--- src/rtl/udm_tx_pkg.sv ---
// Shared types and constants for the UART debug-link transmitter.
package udm_tx_pkg;

  localparam int unsigned DATA_BITS   = 8;
  localparam int unsigned MIN_DIVIDER = 2;

  typedef enum logic [1:0] {
    StIdle,
    StStart,
    StData,
    StStop
  } tx_state_e;

endpackage

--- src/rtl/udm_tx_fifo.sv ---
// Synchronous FIFO with occupancy count; DEPTH must be a power of two.
module udm_tx_fifo #(
  parameter int unsigned DEPTH = 4,
  parameter int unsigned WIDTH = 8,
  localparam int unsigned PTR_W = $clog2(DEPTH),
  localparam int unsigned CNT_W = PTR_W + 1
) (
  input  logic             clk_i,
  input  logic             rst_i,
  input  logic             push_i,
  input  logic [WIDTH-1:0] wdata_i,
  input  logic             pop_i,
  output logic [WIDTH-1:0] rdata_o,
  output logic             full_o,
  output logic             empty_o,
  output logic [CNT_W-1:0] count_o
);

  logic [WIDTH-1:0] mem_q [DEPTH];
  logic [PTR_W-1:0] wr_ptr_q, rd_ptr_q;
  logic [CNT_W-1:0] count_q;
  logic             do_push, do_pop;

  assign full_o  = (count_q == CNT_W'(DEPTH));
  assign empty_o = (count_q == '0);
  assign count_o = count_q;
  assign rdata_o = mem_q[rd_ptr_q];

  // Full blocks a push even when a pop happens in the same cycle.
  assign do_push = push_i && !full_o;
  assign do_pop  = pop_i && !empty_o;

  always_ff @(posedge clk_i) begin
    if (do_push) begin
      mem_q[wr_ptr_q] <= wdata_i;
    end
  end

  always_ff @(posedge clk_i) begin
    if (rst_i) begin
      wr_ptr_q <= '0;
      rd_ptr_q <= '0;
      count_q  <= '0;
    end else begin
      if (do_push) wr_ptr_q <= wr_ptr_q + PTR_W'(1);
      if (do_pop)  rd_ptr_q <= rd_ptr_q + PTR_W'(1);
      if (do_push && !do_pop) begin
        count_q <= count_q + CNT_W'(1);
      end else if (do_pop && !do_push) begin
        count_q <= count_q - CNT_W'(1);
      end
    end
  end

endmodule

--- src/rtl/udm_tx.sv ---
// UART transmitter for the debug link: byte FIFO feeding an 8N1/8N2 serialiser
// with a divider latched at the start of every frame.
module udm_tx
  import udm_tx_pkg::*;
#(
  parameter int unsigned FIFO_DEPTH = 4,
  parameter int unsigned STOP_BITS  = 1,
  parameter int unsigned DIV_WIDTH  = 32,
  localparam int unsigned CNT_W     = $clog2(FIFO_DEPTH) + 1
) (
  input  logic                 clk_i,
  input  logic                 rst_i,
  input  logic [DIV_WIDTH-1:0] cfg_divider_i,
  input  logic                 tx_req_i,
  input  logic [7:0]           tx_data_i,
  output logic                 tx_ack_o,
  output logic                 tx_o,
  output logic                 busy_o,
  output logic [CNT_W-1:0]     fifo_cnt_o
);

  localparam int unsigned IDX_W = $clog2(DATA_BITS);

  tx_state_e            state_q;
  logic [DIV_WIDTH-1:0] div_q, bit_cnt_q, div_start;
  logic [IDX_W-1:0]     bit_idx_q;
  logic                 stop_idx_q;
  logic [7:0]           shift_q;
  logic                 tx_q;

  logic       fifo_full, fifo_empty, fifo_pop;
  logic [7:0] fifo_rdata;
  logic       last_stop, frame_end;

  udm_tx_fifo #(
    .DEPTH (FIFO_DEPTH),
    .WIDTH (8)
  ) u_fifo (
    .clk_i   (clk_i),
    .rst_i   (rst_i),
    .push_i  (tx_req_i && tx_ack_o),
    .wdata_i (tx_data_i),
    .pop_i   (fifo_pop),
    .rdata_o (fifo_rdata),
    .full_o  (fifo_full),
    .empty_o (fifo_empty),
    .count_o (fifo_cnt_o)
  );

  assign div_start = (cfg_divider_i < DIV_WIDTH'(MIN_DIVIDER)) ? DIV_WIDTH'(MIN_DIVIDER)
                                                               : cfg_divider_i;
  assign last_stop = (stop_idx_q == 1'(STOP_BITS - 1));
  assign frame_end = (state_q == StStop) && (bit_cnt_q == '0) && last_stop;
  // Popping at the end of a stop interval chains frames with no idle gap.
  assign fifo_pop  = !fifo_empty && ((state_q == StIdle) || frame_end);

  assign tx_ack_o = !fifo_full;
  assign tx_o     = tx_q;
  assign busy_o   = (state_q != StIdle) || !fifo_empty;

  always_ff @(posedge clk_i) begin
    if (rst_i) begin
      state_q    <= StIdle;
      div_q      <= '0;
      bit_cnt_q  <= '0;
      bit_idx_q  <= '0;
      stop_idx_q <= 1'b0;
      shift_q    <= '0;
      tx_q       <= 1'b1;
    end else begin
      unique case (state_q)
        StIdle: begin
          if (fifo_pop) begin
            state_q   <= StStart;
            shift_q   <= fifo_rdata;
            div_q     <= div_start;
            bit_cnt_q <= div_start - DIV_WIDTH'(1);
            tx_q      <= 1'b0;
          end
        end
        StStart: begin
          if (bit_cnt_q == '0) begin
            state_q   <= StData;
            bit_idx_q <= '0;
            bit_cnt_q <= div_q - DIV_WIDTH'(1);
            tx_q      <= shift_q[0];
          end else begin
            bit_cnt_q <= bit_cnt_q - DIV_WIDTH'(1);
          end
        end
        StData: begin
          if (bit_cnt_q == '0) begin
            bit_cnt_q <= div_q - DIV_WIDTH'(1);
            if (bit_idx_q == IDX_W'(DATA_BITS - 1)) begin
              state_q    <= StStop;
              stop_idx_q <= 1'b0;
              tx_q       <= 1'b1;
            end else begin
              bit_idx_q <= bit_idx_q + IDX_W'(1);
              shift_q   <= shift_q >> 1;
              tx_q      <= shift_q[1];
            end
          end else begin
            bit_cnt_q <= bit_cnt_q - DIV_WIDTH'(1);
          end
        end
        StStop: begin
          if (bit_cnt_q != '0) begin
            bit_cnt_q <= bit_cnt_q - DIV_WIDTH'(1);
          end else if (!last_stop) begin
            stop_idx_q <= 1'b1;
            bit_cnt_q  <= div_q - DIV_WIDTH'(1);
          end else if (fifo_pop) begin
            state_q   <= StStart;
            shift_q   <= fifo_rdata;
            div_q     <= div_start;
            bit_cnt_q <= div_start - DIV_WIDTH'(1);
            tx_q      <= 1'b0;
          end else begin
            state_q <= StIdle;
          end
        end
        default: state_q <= StIdle;
      endcase
    end
  end

endmodule

--- config.mk ---
export PLATFORM = sky130hd
export DESIGN_NAME = udm_tx
export DESIGN_NICKNAME = d
export VERILOG_FILES = /design/src/rtl/udm_tx_pkg.sv /design/src/rtl/udm_tx_fifo.sv /design/src/rtl/udm_tx.sv
export SDC_FILE = /design/constraint.sdc
export NUM_CORES = 1
export LEC_CHECK = 0
export ABC_AREA = 1
export ABC_CLOCK_PERIOD_IN_PS = 5000
export CAP_MARGIN = 20
export CORE_UTILIZATION = 40
export CTS_BUF_LIST = sky130_fd_sc_hd__clkbuf_8
export CTS_CLUSTER_DIAMETER = 80
export DETAILED_ROUTE_END_ITERATION = 6
export GPL_TIMING_DRIVEN = 0
export PLACE_DENSITY = 0.58
export SYNTH_ARGS = -nofsm -noshare
export SYNTH_HDL_FRONTEND = slang
export SYNTH_HIERARCHICAL = 1
export SYNTH_SLANG_ARGS = --single-unit
--- constraint.sdc ---
create_clock -name clk_i -period 5 [get_ports clk_i]
set_input_delay 0.5 -clock clk_i [delete_from_list [all_inputs] [get_ports clk_i]]
set_output_delay 0.5 -clock clk_i [all_outputs]
set_load 0.005 [all_outputs]
==> Flow_metrics.wiki <==
{| class="wikitable"
! Metric !! Value
|-
| Overall power after layout || roughly 5.9 mW
|-
| Standard-cell row count || 50
|-
| Total routed wire length on the met1 layer || 10300 um
|-
| Hold/Removal Path Class || reg -> reg
|-
| Maximum Capacitance Violations || 0
|-
| Number of nets in the synthesized netlist || between 1000 and 1500
|-
| Reg-to-reg setup timing slack || ~1.7 ns
|-
| Number of global-route vias before repair || 7200
|-
| Commonest register cell after synthesis || dfxtp_1
|-
| Sort of element at the start of the critical path || input pin
|-
| Wire length of the first global-routing pass || between 30000 and 40000 um
|-
| IR Drop Worst-Case VDD || 0.000276 V
|-
| Arrival time at the worst endpoint || 4.27 ns
|-
| Master cell of the clock root buffer || clkbuf_8
|-
| Setup_tns || 0 ns
|-
| Worst slew margin relative to its limit || between 40 and 50%
|-
| CTS clk-pin slew, worst paths || around 0.09 ns
|-
| Initial Util || about two fifths
|-
| Routed met3 length || 970 um
|-
| Largest fanout on the critical path || 5
|-
| Max-slew violation count || 0
|-
| Die Height || 141 um
|-
| Number of buffers added on ports || 48
|-
| Layout overhead on the synthesized area || 15.7%
|-
| Run status || complete, no violations
|-
| Data required time of the worst path || 5.34 ns
|-
| Count of different cell masters after synthesis || slightly above 50
|-
| Die area || approximately 20000 um2
|-
| Fraction of final layout cells with drive strength greater than 1 || 8.04%
|-
| Via total after detailed routing || ~7700
|-
| Worst slew pin tran || 0.856 ns
|-
| Total Routing Usage GR || approximately a quarter
|-
| Global-route congestion overflow total || 0
|-
| Final setup violation count || 0
|-
| Number of hold buffers added after cts || 0
|-
| First-pass DRT Iterations || 5
|-
| Met2 wire len || ~12000 um
|-
| Logic depth of the worst register-to-register path || 17
|-
| Kind of end point of the critical path || register
|-
| Number of antenna repair diodes || 0
|-
| Top Ports || 49
|-
| Top layer in use || met4
|-
| Worst hold path depth || 2
|-
| Post-route standard cell area excluding fillers || approximately 9000 um2
|-
| Final Cycle Share || roughly four fifths
|-
| Antenna Nets Post-Route || 0
|-
| Most common cell after layout, fill and taps aside || nand2_1
|-
| Hold violation total from the final report || 0
|-
| Post-route DRC || 0
|-
| Register bit count reported by yosys || about 120
|-
| H-tree depth || 4
|-
| End of the worst hold path || shift_q[0]
|-
| Inserted Clock Buffers || 17
|-
| Worst Clk Skew || 0.0120 ns
|-
| CTS max path bufs || 2
|-
| Fraction of synthesis flops using an asynchronous set or reset pin || 0%
|-
| Post-synth EDFFs || 32
|-
| Fmax achieved || 0.255 GHz
|-
| Number of DRC violations after detailed-routing iteration 0 || around 540
|-
| Synthesized area per cell || 6.88 um2
|-
| Vias per cell || ~5.2
|-
| Clock insertion delay at the later pin of the skew report || between 0.4 and 0.5 ns
|-
| Power density relative to cell area || roughly 660 nW/um2
|-
| Number of sinks driven by the clock tree || roughly 120
|-
| Number of antenna violations at the first check in global routing || 0
|-
| RD Place Congestion || 0.918
|-
| Minimum period implied by the final worst setup slack || about 4 ns
|-
| YS warnings || 6
|-
| Crit Path Category || in -> reg
|-
| Leakage power figure || ~3.7 nW
|-
| Post-detail-place hpwl || roughly 19000 um
|-
| Start of the worst register-to-register path || bit_cnt_q[24]
|-
| Min-Delay Startpoint || shift_q[0]
|-
| X dimension of the die || 141 um
|-
| Post-cts gate resize count || 0
|-
| RSZ-0062 raised after global routing || false
|-
| Post-Synthesis Cells || 1127
|-
| Wire length reported by the detailed router || around 24000 um
|-
| Synth Cell Area || around 7800 um2
|-
| Placed cell areas || around 8600 um2
|-
| Pin count of the biggest net entering global routing || 17
|-
| Sequential-to-total area share from yosys stat || between 30% and 40%
|-
| Buffer count from post-CTS setup fixing || 0
|-
| Commonest non-fill, non-tap cells in the layout || 217 x nand2_1, 165 x nor2_1, 123 x inv_1
|-
| Endpoint of the worst register-to-register path || u_fifo/count_o[1]
|-
| Routed length per instance || approximately 16 um
|-
| Net count, final || between 1000 and 1500
|-
| TritonCTS clock tree || done
|-
| Placeable Area || about 19000 um2
|}
[stage by stage]
step	hold slack (ns)	std cells	worst slack (ns)	utilization (%)
2_1_floorplan	0.430	1127	2.15	-
3_3_place_gp	0.452	1435	0.713	45.5
3_5_place_dp	0.463	1435	0.683	45.5
4_1_cts	0.474	1467	1.19	47.6
5_1_grt	0.495	1467	0.774	47.6
6_report	0.469	1467	1.07	47.6
[where the power goes]
group	switching, mW	leakage [nW]	internal (mW)
clock network	0.508	0.208	0.426
registers	0.365	1.01	1.33
logic	2.13	2.50	1.13
[logic make-up (layout without fill, tap and decap cells)]
logic type,after synthesis,count (layout),share of synthesized area [%]
xor+xnor,45,45,5.08
fa+ha+maj,16,16,2.68
simple gates,526,526,29.7
mux,6,6,0.774
buf+inv,164,244,8.83
compound gates,251,251,18.1
flops,119,119,34.8
[layout make-up]
type | instances | area (um2)
flip-flops and latches | 119 | 2700
repair buffers | 48 | 480
well taps | 260 | 325
inverters | 131 | 498
fillers | 1993 | 9860
multi-input cells | 844 | 4370
plain buffers | 33 | 186
clock buffers | 17 | 234
clock inverters | 15 | 176
[critical path, stage by stage]
cell and delay [ns]:
clkdlybuf4s50_1 0.46, inv_1 0.14, nand2_1 0.08, nor2_1 0.14, nand2_1 0.07, nor2_1 0.30
nand2_1 0.15, nand2_1 0.24, ha_1 0.23, nand3_1 0.12, nor3_1 0.45, nand3_1 0.30
nor3_1 0.25, nand2_1 0.12, o21ai_0 0.15, o21ai_0 0.24, o211ai_1 0.25, a21oi_1 0.08
[worst max path at each step]
stage                                 start             to  slack [ns]  cells after the start
final                     cfg_divider_i[24]  bit_cnt_q[20]        1.07                     18
after global routing      cfg_divider_i[24]  bit_cnt_q[20]        0.77                     18
after CTS                 cfg_divider_i[24]  bit_cnt_q[20]        1.19                     18
after detailed placement  cfg_divider_i[24]  bit_cnt_q[20]        0.68                     18
after global placement    cfg_divider_i[24]  bit_cnt_q[20]        0.71                     18
after floorplan            cfg_divider_i[8]  bit_cnt_q[20]        2.15                     17
[synthesized netlist by cell type (7+ instances only)]
master | number | area share (%)
nand2_1 | 217 | 11
nor2_1 | 165 | 8.0
inv_1 | 123 | 6.0
a21oi_1 | 98 | 6.3
o21ai_0 | 93 | 6.0
dfxtp_1 | 87 | 22
nand3_1 | 71 | 4.6
xor2_1 | 37 | 4.2
edfxtp_1 | 32 | 12
o211ai_1 | 22 | 2.1
nor3_1 | 19 | 1.2
ha_1 | 15 | 2.4
o22ai_1 | 15 | 1.2
buf_2 | 14 | 0.90
clkbuf_1 | 13 | 0.63
nand4_1 | 11 | 0.89
nor4_1 | 10 | 0.81
xnor2_1 | 8 | 0.90
or2_2 | 7 | 0.56
[metal layers]
metal | vias up | GRT usage [%]
li1 | 3903 | -
met1 | 3488 | 29.9
met2 | 206 | 45.5
met3 | 58 | 3.91
met4 | 0 | 11.3
met5 | - | 0
[registers in the layout, summed over array words and instances, names as in the netlist, named ones only]
signal / count
bit_cnt_q: 32
div_q: 32
u_fifo/mem_q: 32
shift_q: 8
bit_idx_q: 3
u_fifo/count_o: 3
state_q: 2
u_fifo/rd_ptr_q: 2
u_fifo/wr_ptr_q: 2
tx_o: 1
No activity file was read; power rests on OpenSTA's default activity.
